[src/rtl/btn_debounce.sv]
// Push-button conditioner: two-flop synchroniser, press/release debounce FSM,
// and single-cycle press, release and long-press strobes with a clean level.
module btn_debounce #(
   parameter int unsigned DEBOUNCE_CYCLES = 500000,
   parameter int unsigned LONG_CYCLES     = 50000000,
   parameter int unsigned CNT_W           = 26
) (
   input  logic CLK,
   input  logic RST_N,
   input  logic BTN_RAW,
   output logic BTN_LEVEL,
   output logic BTN_PULSE,
   output logic BTN_RELEASE,
   output logic BTN_LONG
);

   typedef enum logic [1:0] {StIdle, StPWait, StHeld, StRWait} state_t;

   localparam logic [CNT_W-1:0] db_last   = CNT_W'(DEBOUNCE_CYCLES - 1);
   localparam logic [CNT_W-1:0] long_last = CNT_W'(LONG_CYCLES - 1);
   localparam logic [CNT_W-1:0] long_max  = CNT_W'(LONG_CYCLES);

   state_t           state;
   logic             s1, s2;
   logic [CNT_W-1:0] dcnt;
   logic [CNT_W-1:0] lcnt;
   logic             long_done;
   logic             rel_accept;

   // A release accepted on the same edge that would fire the long strobe wins.
   assign rel_accept = (state == StRWait) && !s2 && (dcnt == db_last);

   always_ff @(posedge CLK or negedge RST_N) begin
      if (!RST_N) begin
         state       <= StIdle;
         s1          <= 1'b0;
         s2          <= 1'b0;
         dcnt        <= '0;
         lcnt        <= '0;
         long_done   <= 1'b0;
         BTN_LEVEL   <= 1'b0;
         BTN_PULSE   <= 1'b0;
         BTN_RELEASE <= 1'b0;
         BTN_LONG    <= 1'b0;
      end else begin
         s1          <= BTN_RAW;
         s2          <= s1;
         BTN_PULSE   <= 1'b0;
         BTN_RELEASE <= 1'b0;
         BTN_LONG    <= 1'b0;

         if (state == StHeld || state == StRWait) begin
            if (lcnt != long_max) lcnt <= lcnt + 1'b1;
            if (lcnt == long_last && !long_done && !rel_accept) begin
               BTN_LONG  <= 1'b1;
               long_done <= 1'b1;
            end
         end

         unique case (state)
            StIdle: begin
               if (s2) begin
                  state <= StPWait;
                  dcnt  <= CNT_W'(1);
               end
            end
            StPWait: begin
               if (!s2) begin
                  state <= StIdle;
                  dcnt  <= '0;
               end else if (dcnt == db_last) begin
                  state     <= StHeld;
                  dcnt      <= '0;
                  BTN_LEVEL <= 1'b1;
                  BTN_PULSE <= 1'b1;
                  lcnt      <= '0;
                  long_done <= 1'b0;
               end else begin
                  dcnt <= dcnt + 1'b1;
               end
            end
            StHeld: begin
               if (!s2) begin
                  state <= StRWait;
                  dcnt  <= CNT_W'(1);
               end
            end
            StRWait: begin
               if (s2) begin
                  state <= StHeld;
                  dcnt  <= '0;
               end else if (dcnt == db_last) begin
                  state       <= StIdle;
                  dcnt        <= '0;
                  BTN_LEVEL   <= 1'b0;
                  BTN_RELEASE <= 1'b1;
               end else begin
                  dcnt <= dcnt + 1'b1;
               end
            end
            default: state <= StIdle;
         endcase
      end
   end

endmodule

[config.mk]
export PLATFORM = sky130hd
export DESIGN_NAME = btn_debounce
export DESIGN_NICKNAME = d
export VERILOG_FILES = /design/src/rtl/btn_debounce.sv
export SDC_FILE = /design/constraint.sdc
export NUM_CORES = 1
export LEC_CHECK = 0
export ABC_CLOCK_PERIOD_IN_PS = 3500
export CORE_MARGIN = 2
export CORE_UTILIZATION = 66
export CTS_CLUSTER_DIAMETER = 150
export DETAILED_ROUTE_END_ITERATION = 10
export GPL_TIMING_DRIVEN = 0
export PLACE_DENSITY = 0.88
export SLEW_MARGIN = 5
export SYNTH_ARGS = -nofsm -noshare
export SYNTH_HDL_FRONTEND = slang
export SYNTH_SLANG_ARGS = --single-unit
[constraint.sdc]
create_clock -name CLK -period 3.5 [get_ports CLK]
set_input_delay 0.7 -clock CLK [delete_from_list [all_inputs] [get_ports CLK]]
set_output_delay 0.7 -clock CLK [all_outputs]
set_load 0.02 [all_outputs]
======== Word level (Yosys, flattened, before mapping) ========
Index checks and enable logic that the tools add are counted.
storage, ports and cells
  register bits after elaboration ......... 61
  logic and storage cells ................. 74
  bits of input ports ..................... 3
operators by class
  mux-type cells .......................... 35
  reduce and logical (&&, ||, !) cells .... 13
  $add $sub $neg .......................... 2
  eq/ne operators ......................... 14
operators with widths
  kind                                                    count
  2-to-1 mux 26 bit                                       10
  case mux 26 bit (4 select lines)                        1
  adder 26 x 1 -> 26 bit (second input constant)          2
  equality test 26 x 19 -> 1 bit (second input constant)  1
  equality test 26 bit (second input constant)            1
  inequality test 26 bit (second input constant)          1
  2-to-1 mux 1 bit                                        16
  2-to-1 mux 2 bit                                        6
  inequality test 2 bit (second input constant)           5
  case mux 2 bit (4 select lines)                         1
  AND reduction 5 bit                                     1
  equality test 2 bit (second input constant)             2
  logical AND 1 bit                                       4
  AND reduction 4 bit                                     1
  zero test 1 bit                                         3
  inequality test 3 x 2 -> 1 bit (second input constant)  1
  inequality test 3 bit (second input constant)           1
  equality test 2 x 1 -> 1 bit (second input constant)    1
  zero test 2 bit                                         1
  inequality test 2 x 1 -> 1 bit (second input constant)  1
  case mux 1 bit (2 select lines)                         1
  AND reduction 2 bit                                     1
  nonzero test 2 bit                                      1
  logical OR 1 bit                                        1

======== Depth between registers and ports, before layout ========
  depth in word-level cells ............... 10
  gate-level depth with buffers ........... 7
  mapped depth without buffers ............ 7

======== Least setup slack after synthesis ========
Ideal clock, no wire load.
  path type ............................... register to register
  start ................................... register dcnt[0]
  end ..................................... register dcnt[22]
  clock period less this slack ............ 2040 ps
  arrival time ............................ 1919 ps
  buffers on the path ..................... 0
  slack ................................... 1460 ps
  stages on the path, launching flop included .. 7
  path through ............................ dfrtp_1 > ha_1 > nand4_1 > or3_2 > nor4_1 > o21ai_0 > a22o_1
on the way
  word-level cells in the longest chain between the ends .. 4
RTL lines
  element                                                                   RTL line  RTL
  start, declared                                                           25        logic [CNT_W-1:0] dcnt;
  start signal, assigned                                                    79        dcnt <= dcnt + 1'b1;
  start signal, assigned                                                    98        dcnt <= dcnt + 1'b1;
  adder 26 x 1 -> 26 bit or equality test 26 x 19 -> 1 bit (tied branches)  --
  2-to-1 mux 26 bit *                                                       71, 92
  2-to-1 mux 26 bit (on tied branches)                                      89, 68
  case mux 26 bit (4 select lines) *                                        60        unique case (state)
Every way passes the cells marked *; elsewhere a longest branch is shown, timed or not.
A chain may end at the register's enable or synchronous reset.

======== Final worst setup path ========
Same ends and word-level chain as after synthesis.

==> out/results.ini <==
[critical_path]
path_class=flop to flop
cp_slowest_cell=or3_2
cp-end-kind=flop
cp_data_required_time_ns=3.72
critical_path_arrival_ns=2.55
critPathMaxStageDelay_ns=0.60
critPathLaunchType=flop
crit_fanout=4
rrSetupSlack_ns=1.17
cp_cell_sequence=ha_1, nand4_1, or3_2, nor4_1, o21ai_0, a22o_1

[clock_network]
cts_buffer_depth=2
cts_root_buffer=clkbuf_8
numCtsBuffers=9
ctsResizeCount=0
clkTransAtPathRegs_ns=0.06
cts-hold-fix-buffers=0
insertion_delay_ns=0.34
post_cts_buffers=0
htree_levels=3
cts_sinks=61
cts_tree=yes

[grt]
first_global_vias=2607
grt_max_degree=35
grt_usage=0.299
grt_overflow_total=0
antenna_found_initial=0
grt_pass1_wl_microns=12100

[synth]
syn_area_sq_um=3220
yosys_warnings=0
synthDominantCellAreaShare=0.475
syn_area_per_cell_sq_um=9.60
synth_area_leader_cell=dfrtp_1
ys_ff_latch=61
syn-instance-count=335
synthFlopType=dfrtp_1
synth_area_leaders=dfrtp_1 (47%), xor2_1 (6.0%), nor2_1 (4.4%)
synth_edf_count=0
yosysUniqueCellTypes=52
async_flop_share=1.00
seq_area_frac_synth=0.475
syn_nets=341

[placement]
port_buffers=6
gp_congestion=0.907
dp_hpwl_microns=4830

[die]
start_util=0.681
num_io_pins=7
coreArea_sq_um=4720
die_h_microns=73.8
rows=25
floorplan.die_area_sq_um=5450
fp.dieW_microns=73.8

[sta]
period_needed_ns=2.33
rsz0062_at_grt=no
hold_viol_final=0
timing.final.crit_share=0.665
fin_hold_ws_ns=0.353
slew_headroom=0.377
worst-slew-pin-transition_ns=0.927
setup_viol=0
slew_violations=0
fmax_mhz=430
finClkSkew_ns=0.00809

[power]
power_mw=1.53
leakage_nw=1.58
ir_drop_mv=0.315
p_per_area_nw_per_um2=431

[route]
viasPerCell=6.14
first_pass_iters=4
wirelength_microns=6960
first_iter_violations=189
drc_errors=0
wl_per_cell_microns=16.4
ant_nets=0
vias=2605

[cells_and_area]
final_cell_mix=dfrtp_1 (61), nor2_1 (38), nand2_1 (31)
area_growth_pct=10.5
layout.nets=359
layout_commonest_cell=dfrtp_1
antenna_cells=0
fillCellCount=327
finish.utilization=0.752
drive_gt1_frac=0.118

[worst_hold_path]
hp-class=flop to flop

[job]
cap_violations=0

[status]
status=complete, no violations

-- worst max-delay path: cells and delay by family, from the launching register on --
family / cells / cell delay, ns
adder cells (fa/ha/maj): 1 / 0.22
AND/OR/NAND/NOR: 3 / 1.24
AO/OA/AOI/OAI: 2 / 0.38
flip-flops: 1 / 0.38
-- cells in the mapped netlist, types with 6 or more instances --
library cell,instances
a21oi_1,16
a22o_1,6
a31oi_1,11
and3_1,8
dfrtp_1,61
nand2_1,31
nand3_1,18
nand4_1,17
nor2_1,38
nor3_1,9
nor4_1,6
o21ai_0,12
xnor2_1,6
xor2_1,22
-- per-layer routing --
metal	GRT usage	up-vias	part of all wire	wire length, microns
met5	0	-	0	0
met4	0.137	0	0.019	133
met3	0.0919	17	0.039	269
met2	0.501	55	0.52	3650
met1	0.349	1280	0.42	2910
li1	-	1253	-	-
-- cell type report --
class | instances | area [sq um] | area share
buffer | 14 | 91.3 | 0.0257
clock buffer | 14 | 173 | 0.0486
clock inverter | 1 | 5.00 | 0.00141
inverter | 5 | 18.8 | 0.00528
multi-input combinational | 255 | 1580 | 0.445
sequential | 61 | 1530 | 0.430
tap | 67 | 83.8 | 0.0236
timing repair buffer | 7 | 75.1 | 0.0211
-- stage by stage --
| step | TNS, ns | cell area [sq um] | setup WS, ns | instances |
|---|---|---|---|---|
| 2_1_floorplan | 0 | 3220 | 1.46 | 335 |
| 3_3_place_gp | -6.24 | 3360 | -0.105 | 408 |
| 3_5_place_dp | 0 | 3370 | 1.20 | 409 |
| 4_1_cts | 0 | 3550 | 1.19 | 424 |
| 5_1_grt | 0 | 3550 | 1.10 | 424 |
| 6_report | 0 | 3550 | 1.17 | 424 |
-- final timing paths --
kind                                      from  cells after the start                    to
setup reg to reg           dcnt[0]$_DFFE_PN0P_                      6  dcnt[22]$_DFFE_PN0P_
max in group asynchronous                RST_N                      2   dcnt[9]$_DFFE_PN0P_
min in group asynchronous                RST_N                      1     lcnt[5]$_DFF_PN0_
hold reg to reg                   s1$_DFF_PN0_                      0          s2$_DFF_PN0_
hold / removal                    s1$_DFF_PN0_                      0          s2$_DFF_PN0_
setup / recovery           dcnt[0]$_DFFE_PN0P_                      6  dcnt[22]$_DFFE_PN0P_
-- power by group --
part	internal [mW]	switching, mW	leakage (nW)
Combinational	0.0776	0.143	0.649
Clock	0.310	0.249	0.0926
Sequential	0.726	0.0253	0.843
Total	1.11	0.417	1.58
-- registers in the layout, indices dropped and copies added, names as in the netlist, named ones only --
| signal | flops |
|---|---|
| BTN_PULSE | 1 |
| BTN_LONG | 1 |
| dcnt | 26 |
| BTN_RELEASE | 1 |
| lcnt | 26 |
| BTN_LEVEL | 1 |
| state | 1 |
| s1 | 1 |
| long_done | 1 |
| s2 | 1 |
-- kinds of logic (layout without fill, tap and decap cells) --
logic type	after synthesis	in the layout	share of synthesized area
simple gates	160	160	0.272
flops	61	61	0.475
buf+inv	19	41	0.0342
fa+ha+maj	3	3	0.0117
compound gates	60	60	0.118
mux	4	4	0.0128
xor+xnor	28	28	0.0763
No activity file was read; power rests on OpenSTA's default activity.
